File: src/rtl/namuru_pkg.sv
// Shared definitions for the dump scheduler: record layout constants,
// serialiser state encoding and the header word builder.
package namuru_pkg;

  localparam logic [7:0] HDR_TAG   = 8'hD0;
  localparam int         REC_WORDS = 4;
  localparam int         ACC_W     = 16;
  localparam int         DUMP_W    = 6 * ACC_W;

  typedef enum logic [2:0] {
    ST_IDLE = 3'd0,
    ST_HDR  = 3'd1,
    ST_W0   = 3'd2,
    ST_W1   = 3'd3,
    ST_W2   = 3'd4
  } ser_state_t;

  function automatic logic [31:0] hdr_word(input logic [3:0] ch, input logic [15:0] cnt);
    return {HDR_TAG, 4'h0, ch, cnt};
  endfunction

endpackage

File: src/rtl/namuru_sync_fifo.sv
// Single-clock first-word-fall-through FIFO with occupancy output.
// Ports:
//   clk, rst      clock and synchronous active-high clear
//   wr, din       push one word (dropped when full)
//   rd            pop the head word (ignored when empty)
//   dout          head word, forced to 0 while empty
//   empty, level  status; level counts 0..2**AW words
module namuru_sync_fifo #(
  parameter int W  = 32,
  parameter int AW = 6
) (
  input  logic          clk,
  input  logic          rst,
  input  logic          wr,
  input  logic [W-1:0]  din,
  input  logic          rd,
  output logic [W-1:0]  dout,
  output logic          empty,
  output logic [AW:0]   level
);

  localparam int DEPTH = 1 << AW;

  logic [W-1:0]  r_mem [DEPTH];
  logic [AW-1:0] r_wp;
  logic [AW-1:0] r_rp;
  logic [AW:0]   r_level;
  logic          w_do_wr;
  logic          w_do_rd;

  // Level reaches exactly 2**AW when full, so its top bit alone flags full.
  assign w_do_wr = wr && !r_level[AW];
  assign w_do_rd = rd && (r_level != '0);

  always_ff @(posedge clk) begin
    if (w_do_wr) r_mem[r_wp] <= din;
  end

  // Pointers wrap naturally at the power-of-two depth.
  always_ff @(posedge clk) begin
    if (rst) begin
      r_wp    <= '0;
      r_rp    <= '0;
      r_level <= '0;
    end else begin
      if (w_do_wr) r_wp <= r_wp + 1'b1;
      if (w_do_rd) r_rp <= r_rp + 1'b1;
      case ({w_do_wr, w_do_rd})
        2'b10:   r_level <= r_level + 1'b1;
        2'b01:   r_level <= r_level - 1'b1;
        default: r_level <= r_level;
      endcase
    end
  end

  assign empty = (r_level == '0);
  assign dout  = empty ? '0 : r_mem[r_rp];
  assign level = r_level;

endmodule

File: src/rtl/namuru_dump_scheduler.sv
// Collects accumulation dumps from NCH tracking channels and serialises each
// one into a shared word FIFO as a 4-word record (header + 3 data words).
// Ports:
//   correlator_clk/rst  clock, synchronous active-high reset
//   flush               software reset pulse, same effect as reset
//   ch_dump, ch_acc     per-channel dump strobe and 96-bit accumulator bundle
//   fifo_rd/dout/empty/level  firmware read side of the record FIFO
//   ovr_clr, overrun    sticky per-channel overrun flags and their clear
//   rec_ready           at least one complete record is readable
module namuru_dump_scheduler
  import namuru_pkg::*;
#(
  parameter int NCH     = 4,
  parameter int FIFO_AW = 6
) (
  input  logic                  correlator_clk,
  input  logic                  correlator_rst,
  input  logic                  flush,
  input  logic [NCH-1:0]        ch_dump,
  input  logic [NCH*DUMP_W-1:0] ch_acc,
  input  logic                  fifo_rd,
  output logic [31:0]           fifo_dout,
  output logic                  fifo_empty,
  output logic [FIFO_AW:0]      fifo_level,
  input  logic [NCH-1:0]        ovr_clr,
  output logic [NCH-1:0]        overrun,
  output logic                  rec_ready
);

  localparam int IW    = (NCH > 1) ? $clog2(NCH) : 1;
  localparam int DEPTH = 1 << FIFO_AW;
  localparam logic [FIFO_AW:0] SPACE_LIMIT = (FIFO_AW+1)'(DEPTH - REC_WORDS);
  localparam logic [FIFO_AW:0] REC_LEVEL   = (FIFO_AW+1)'(REC_WORDS);

  logic              w_clr;
  logic [DUMP_W-1:0] r_hold [NCH];
  logic [NCH-1:0]    r_pend;
  logic [NCH-1:0]    r_ovr;
  logic [IW-1:0]     r_rr;
  ser_state_t        r_state;
  ser_state_t        w_state_nxt;
  logic [DUMP_W-1:0] r_ser;
  logic [IW-1:0]     r_gch;
  logic [15:0]       r_rec_cnt;
  logic              w_found;
  logic [IW-1:0]     w_gidx;
  logic              w_grant;
  logic [NCH-1:0]    w_gmask;
  logic              w_wr;
  logic [31:0]       w_wdata;

  assign w_clr = correlator_rst | flush;

  // Round-robin pick: the lowest pending channel above r_rr wins; if none,
  // wrap around to the lowest pending channel at or below r_rr.
  always_comb begin
    w_found = 1'b0;
    w_gidx  = '0;
    for (int k = NCH - 1; k >= 0; k--) begin
      if (r_pend[k] && (k <= int'(r_rr))) begin
        w_found = 1'b1;
        w_gidx  = IW'(k);
      end
    end
    for (int k = NCH - 1; k >= 0; k--) begin
      if (r_pend[k] && (k > int'(r_rr))) begin
        w_found = 1'b1;
        w_gidx  = IW'(k);
      end
    end
  end

  // A record is only started when all four words fit, so the serialiser never stalls.
  assign w_grant = (r_state == ST_IDLE) && w_found && (fifo_level <= SPACE_LIMIT);
  assign w_gmask = w_grant ? (NCH'(1) << w_gidx) : '0;

  always_comb begin
    w_state_nxt = r_state;
    w_wr        = 1'b0;
    w_wdata     = '0;
    unique case (r_state)
      ST_IDLE: if (w_grant) w_state_nxt = ST_HDR;
      ST_HDR: begin
        w_wr        = 1'b1;
        w_wdata     = hdr_word(4'(r_gch), r_rec_cnt);
        w_state_nxt = ST_W0;
      end
      ST_W0: begin
        w_wr        = 1'b1;
        w_wdata     = r_ser[95:64];
        w_state_nxt = ST_W1;
      end
      ST_W1: begin
        w_wr        = 1'b1;
        w_wdata     = r_ser[63:32];
        w_state_nxt = ST_W2;
      end
      ST_W2: begin
        w_wr        = 1'b1;
        w_wdata     = r_ser[31:0];
        w_state_nxt = ST_IDLE;
      end
      default: w_state_nxt = ST_IDLE;
    endcase
  end

  // A dump on the channel being granted re-arms pend with fresh data and is
  // not an overrun; overrun set takes priority over a same-cycle clear.
  always_ff @(posedge correlator_clk) begin
    if (w_clr) begin
      r_state   <= ST_IDLE;
      r_pend    <= '0;
      r_ovr     <= '0;
      r_rr      <= '0;
      r_rec_cnt <= '0;
    end else begin
      r_state <= w_state_nxt;
      r_pend  <= (r_pend & ~w_gmask) | ch_dump;
      r_ovr   <= (r_ovr & ~ovr_clr) | (ch_dump & r_pend & ~w_gmask);
      if (w_grant) r_rr <= w_gidx;
      if (r_state == ST_W2) r_rec_cnt <= r_rec_cnt + 16'd1;
    end
  end

  always_ff @(posedge correlator_clk) begin
    for (int k = 0; k < NCH; k++) begin
      if (w_clr)           r_hold[k] <= '0;
      else if (ch_dump[k]) r_hold[k] <= ch_acc[k*DUMP_W +: DUMP_W];
    end
    if (w_grant) begin
      r_ser <= r_hold[w_gidx];
      r_gch <= w_gidx;
    end
  end

  namuru_sync_fifo #(
    .W  (32),
    .AW (FIFO_AW)
  ) u_fifo (
    .clk   (correlator_clk),
    .rst   (w_clr),
    .wr    (w_wr),
    .din   (w_wdata),
    .rd    (fifo_rd),
    .dout  (fifo_dout),
    .empty (fifo_empty),
    .level (fifo_level)
  );

  assign overrun   = r_ovr;
  assign rec_ready = (fifo_level >= REC_LEVEL) || ((fifo_level != '0) && (r_state == ST_IDLE));

endmodule
File: config.mk
export PLATFORM = sky130hd
export DESIGN_NAME = namuru_dump_scheduler
export DESIGN_NICKNAME = d
export VERILOG_FILES = /design/src/rtl/namuru_pkg.sv /design/src/rtl/namuru_sync_fifo.sv /design/src/rtl/namuru_dump_scheduler.sv
export SDC_FILE = /design/constraint.sdc
export NUM_CORES = 2
export LEC_CHECK = 0
export CAP_MARGIN = 20
export CORE_MARGIN = 2
export CORE_UTILIZATION = 60
export DETAILED_ROUTE_END_ITERATION = 16
export PLACE_DENSITY = 0.79
export SYNTH_ARGS = -nofsm -noshare
export SYNTH_HDL_FRONTEND = slang
export SYNTH_SLANG_ARGS = --single-unit
File: constraint.sdc
create_clock -name correlator_clk -period 5.2 [get_ports correlator_clk]
set_input_delay 1.04 -clock correlator_clk [delete_from_list [all_inputs] [get_ports correlator_clk]]
set_output_delay 1.04 -clock correlator_clk [all_outputs]
set_load 0.01 [all_outputs]
==> reports/summary.md <==
The max-capacitance violation count is 0. In the final design database the tool counted 6356 nets. In the post-route analysis, the smallest setup slack over all paths is 0.0449 ns.

The share of Yosys cell area claimed by the top area cell type is 74.6%. Number of distinct standard cells referenced by the synthesized netlist: 67. The library cell used most frequently in the layout, excluding fill and tap cells, is edfxtp_1. Tightest slew margin relative to the limit: 23.3%. Data arrives at the worst endpoint at 4.12 ns. The first global-routing pass estimated 411000 µm of wire.

In this run the worst path has a maximum fanout of 43. The number of hold-slack violations in the final timing report came out at 0. Once placement finished, the instance area stood at 110000 µm². Counting flops with a built-in enable in the synthesized netlist gives 2530.

For this run, the share of the core covered by cells in the final layout is 70.4%. The internal power of the cells totals 33700 µW. In this run the worst hold path is classified as register to register. Dividing the detail-routed via count by the number of cells gives 6.90. Entering global routing, the biggest net connects 171 pins. Registers are responsible for 54.4% of the overall power. The run finished with clean final reports.

After synthesis, the mean cell area works out to 19.0 µm². For the worst setup path, the data required time is 4.16 ns. Maximum level of the CTS H-tree: 4.

Of the synthesized area, sequential elements account for 75.7%. The mapped netlist covers 102000 µm². The logs give 169000 µm² for the area of the core and 0.0344 ns for the largest clock skew in the final design. For the number of buffers on the longest clock path, the log shows 3. Initial antenna violation count: 7. The share of the clock period used by the worst path after layout is 99.1%.

Across the VDD grid, the largest voltage drop is 347 µV. Counting I/O delays and the setup requirement, the final critical path takes 5.16 ns. The die is 416 µm tall.

Synthesis produced a netlist with a net count of 5754. In this run the clock root is driven by a clkbuf_16. The maximum clock rate was 194 MHz. The first routing iteration left 9281 violations.

The clock slew at the register clock pins of the worst setup and hold paths came out at 0.06 ns. The floorplan step defined a die boundary enclosing 173000 µm². The type of the setup path with the least slack was register to output pin. At the later pin of the worst-skew pair, clock insertion delay measures 0.88 ns. Among all flip-flop cells after synthesis, the most frequent one is edfxtp_1.

Setup violations remaining at the end of the flow were counted as 0. The floorplan has 151 rows. Yosys warning count: 0. In the routed design, unresolved DRC markers number 0. The logs give 8950 µW for the net load switching power and 236 for the number of buffers created by CTS. Synthesis-to-layout area growth: 16.8%. By area the synthesized netlist is led by edfxtp_1, mux4_2, and3_1.

The ratio of total power to cell area works out to 359 nW/µm². The horizontal extent of the die came out at 416 µm. The first TritonRoute pass finished after 8 iterations.

The count of buffers inserted at the top-level ports is 440. Leaving out fill and tap cells, the most frequent cells in the layout are edfxtp_1, mux4_2, and3_1. The max-slew violation total from the final report was 0. The fraction of registers with async set or reset after synthesis works out to 0%.

For this block, the routed nets add up to 292000 µm of wire. Counting every instance in the synthesized netlist gives 5352. The worst setup path is launched from a register.

The tools report the leakage power as 0.0387 µW. STA classifies the critical path endpoint as an output pin. The via count of the first global-routing pass is 57.5k. In this run, synthesis produced a sequential element count of 2584. The run gives 3.9% as the combinational power share.

The synthesized design spends more area on one cell type than any other, namely edfxtp_1. The tools report the clock power share as 41.7%. The total overflow left after global routing is 0. Once detailed placement completed, the half-perimeter wirelength came to 171000 µm. The placement-stage worst setup slack was 0.666 ns; the switching portion of total power was 21.0%.

After routing the design area is 119000 µm². TritonCTS built the clock tree. 441 I/O pins were placed.

The detailed router placed 57.9k vias in this run. The design draws 42700 µW. Average detailed-routed wire length per instance: 34.8 µm. For this configuration, the core starts out at a cell density of 60.3%. The worst-margin pin slew was 1.15 ns. The count of nets left with antenna violations once routing finished came out at 0. Across every metal layer, demand over resource in global routing totals 33.7%. Cells with a size suffix above 1 make up 21.0% of the layout.

The congestion estimate from routability-driven global placement came to 0.932. For this design, the sink count on the clock tree is 2584.
-- Yosys cell counts, drive strengths merged (19+ instances only) --
cell and instances:
buf 144, mux2i 160, edfxtp 2530, a31oi 103, and3 487, nor2b 47, dfxtp 54, a22o 19
xor2 22, nor2 146, nand3 44, clkbuf 207, a22oi 78, mux4 524, nand2 471, a211oi 25
o21ai 47, a21oi 58
-- state kept, by name, summed over array words and instances (netlist names), 3 cells and up, named ones only --
| name | cells |
|---|---|
| r_state | 3 |
| r_hold | 384 |
| u_fifo.level | 7 |
| overrun | 4 |
| u_fifo.r_wp | 6 |
| u_fifo.r_rp | 6 |
| r_ser | 96 |
| r_rec_cnt | 16 |
| u_fifo.r_mem | 2048 |
| r_pend | 4 |
-- cell type report --
class	instances	area, µm²
antenna	5	12.5
clock buffer	282	6130
clock inverter	162	1810
fill	9784	49900
inverter	10	45.0
multi-input combinational	2406	23800
sequential	2584	77100
tap	2218	2780
timing repair buffer	716	7340
-- worst max-delay path: stages, from the launching register on --
cell,delay [ns]
dfxtp_4,0.47
buf_12,0.17
buf_16,0.28
mux4_2,0.55
mux4_2,0.51
a22oi_1,0.34
o21ai_0,0.29
clkdlybuf4s50_1,0.55
-- logic make-up (layout without fill, tap and decap cells) --
| group | after synthesis | in the layout | share of synthesized area (%) |
|---|---|---|---|
| AOI/OAI and AO/OA | 410 | 410 | 2.72 |
| xor gates and xnor gates | 32 | 32 | 0.275 |
| adders and majority gates | 6 | 6 | 0.0737 |
| buffers and inverters | 362 | 1170 | 1.72 |
| DFF | 2584 | 2584 | 75.7 |
| muxes | 696 | 696 | 13.3 |
| other | 0 | 5 | 0 |
| and+or+nand+nor | 1262 | 1262 | 6.21 |
-- power by group through the flow --
stage | Sequential (µW) | Combinational [µW] | Clock (µW)
after global placement | 23600 | 1580 | 0
final | 23200 | 1660 | 17800
after floorplan | 23600 | 778 | 0
after global routing | 23200 | 1740 | 18600
after detailed placement | 23700 | 1600 | 0
after CTS | 23200 | 1620 | 17900
-- timing repair --
item,CTS,global route
endpoints found under the hold margin,0,0
resized for setup,7,16
hold buffers,0,0
cloned,1,0
setup buffers,9,0
endpoints found under the setup margin,31,13
-- stage by stage --
stage | TNS [ns] | hold WS (ns) | instances
floorplan | 0 | 0.469 | 5352
global placement | 0 | 0.463 | 7906
detailed placement | 0 | 0.478 | 7907
CTS | 0 | 0.486 | 8361
global route | -0.00168 | 0.518 | 8378
finish | 0 | 0.485 | 8383
-- metal layers --
metal	vias to the layer above	track usage [%]	routed length [µm]
li1	22900	-	-
met2	4935	54.7	143000
met5	-	0	24
met4	4	19.1	19300
met1	29200	43.1	95400
met3	884	6.33	33600
-- path summary, 6_finish.rpt --
path	to	slack [ns]	cells past startpoint	from
worst max register to register	u_fifo.r_mem[29][11]	0.89	5	r_state[1]
worst max-delay path	fifo_dout[4]	0.04	7	register
worst min-delay path	overrun[2]	0.48	2	overrun[2]
worst min register to register	overrun[2]	0.48	2	overrun[2]
No activity file was read; power rests on OpenSTA's default activity.
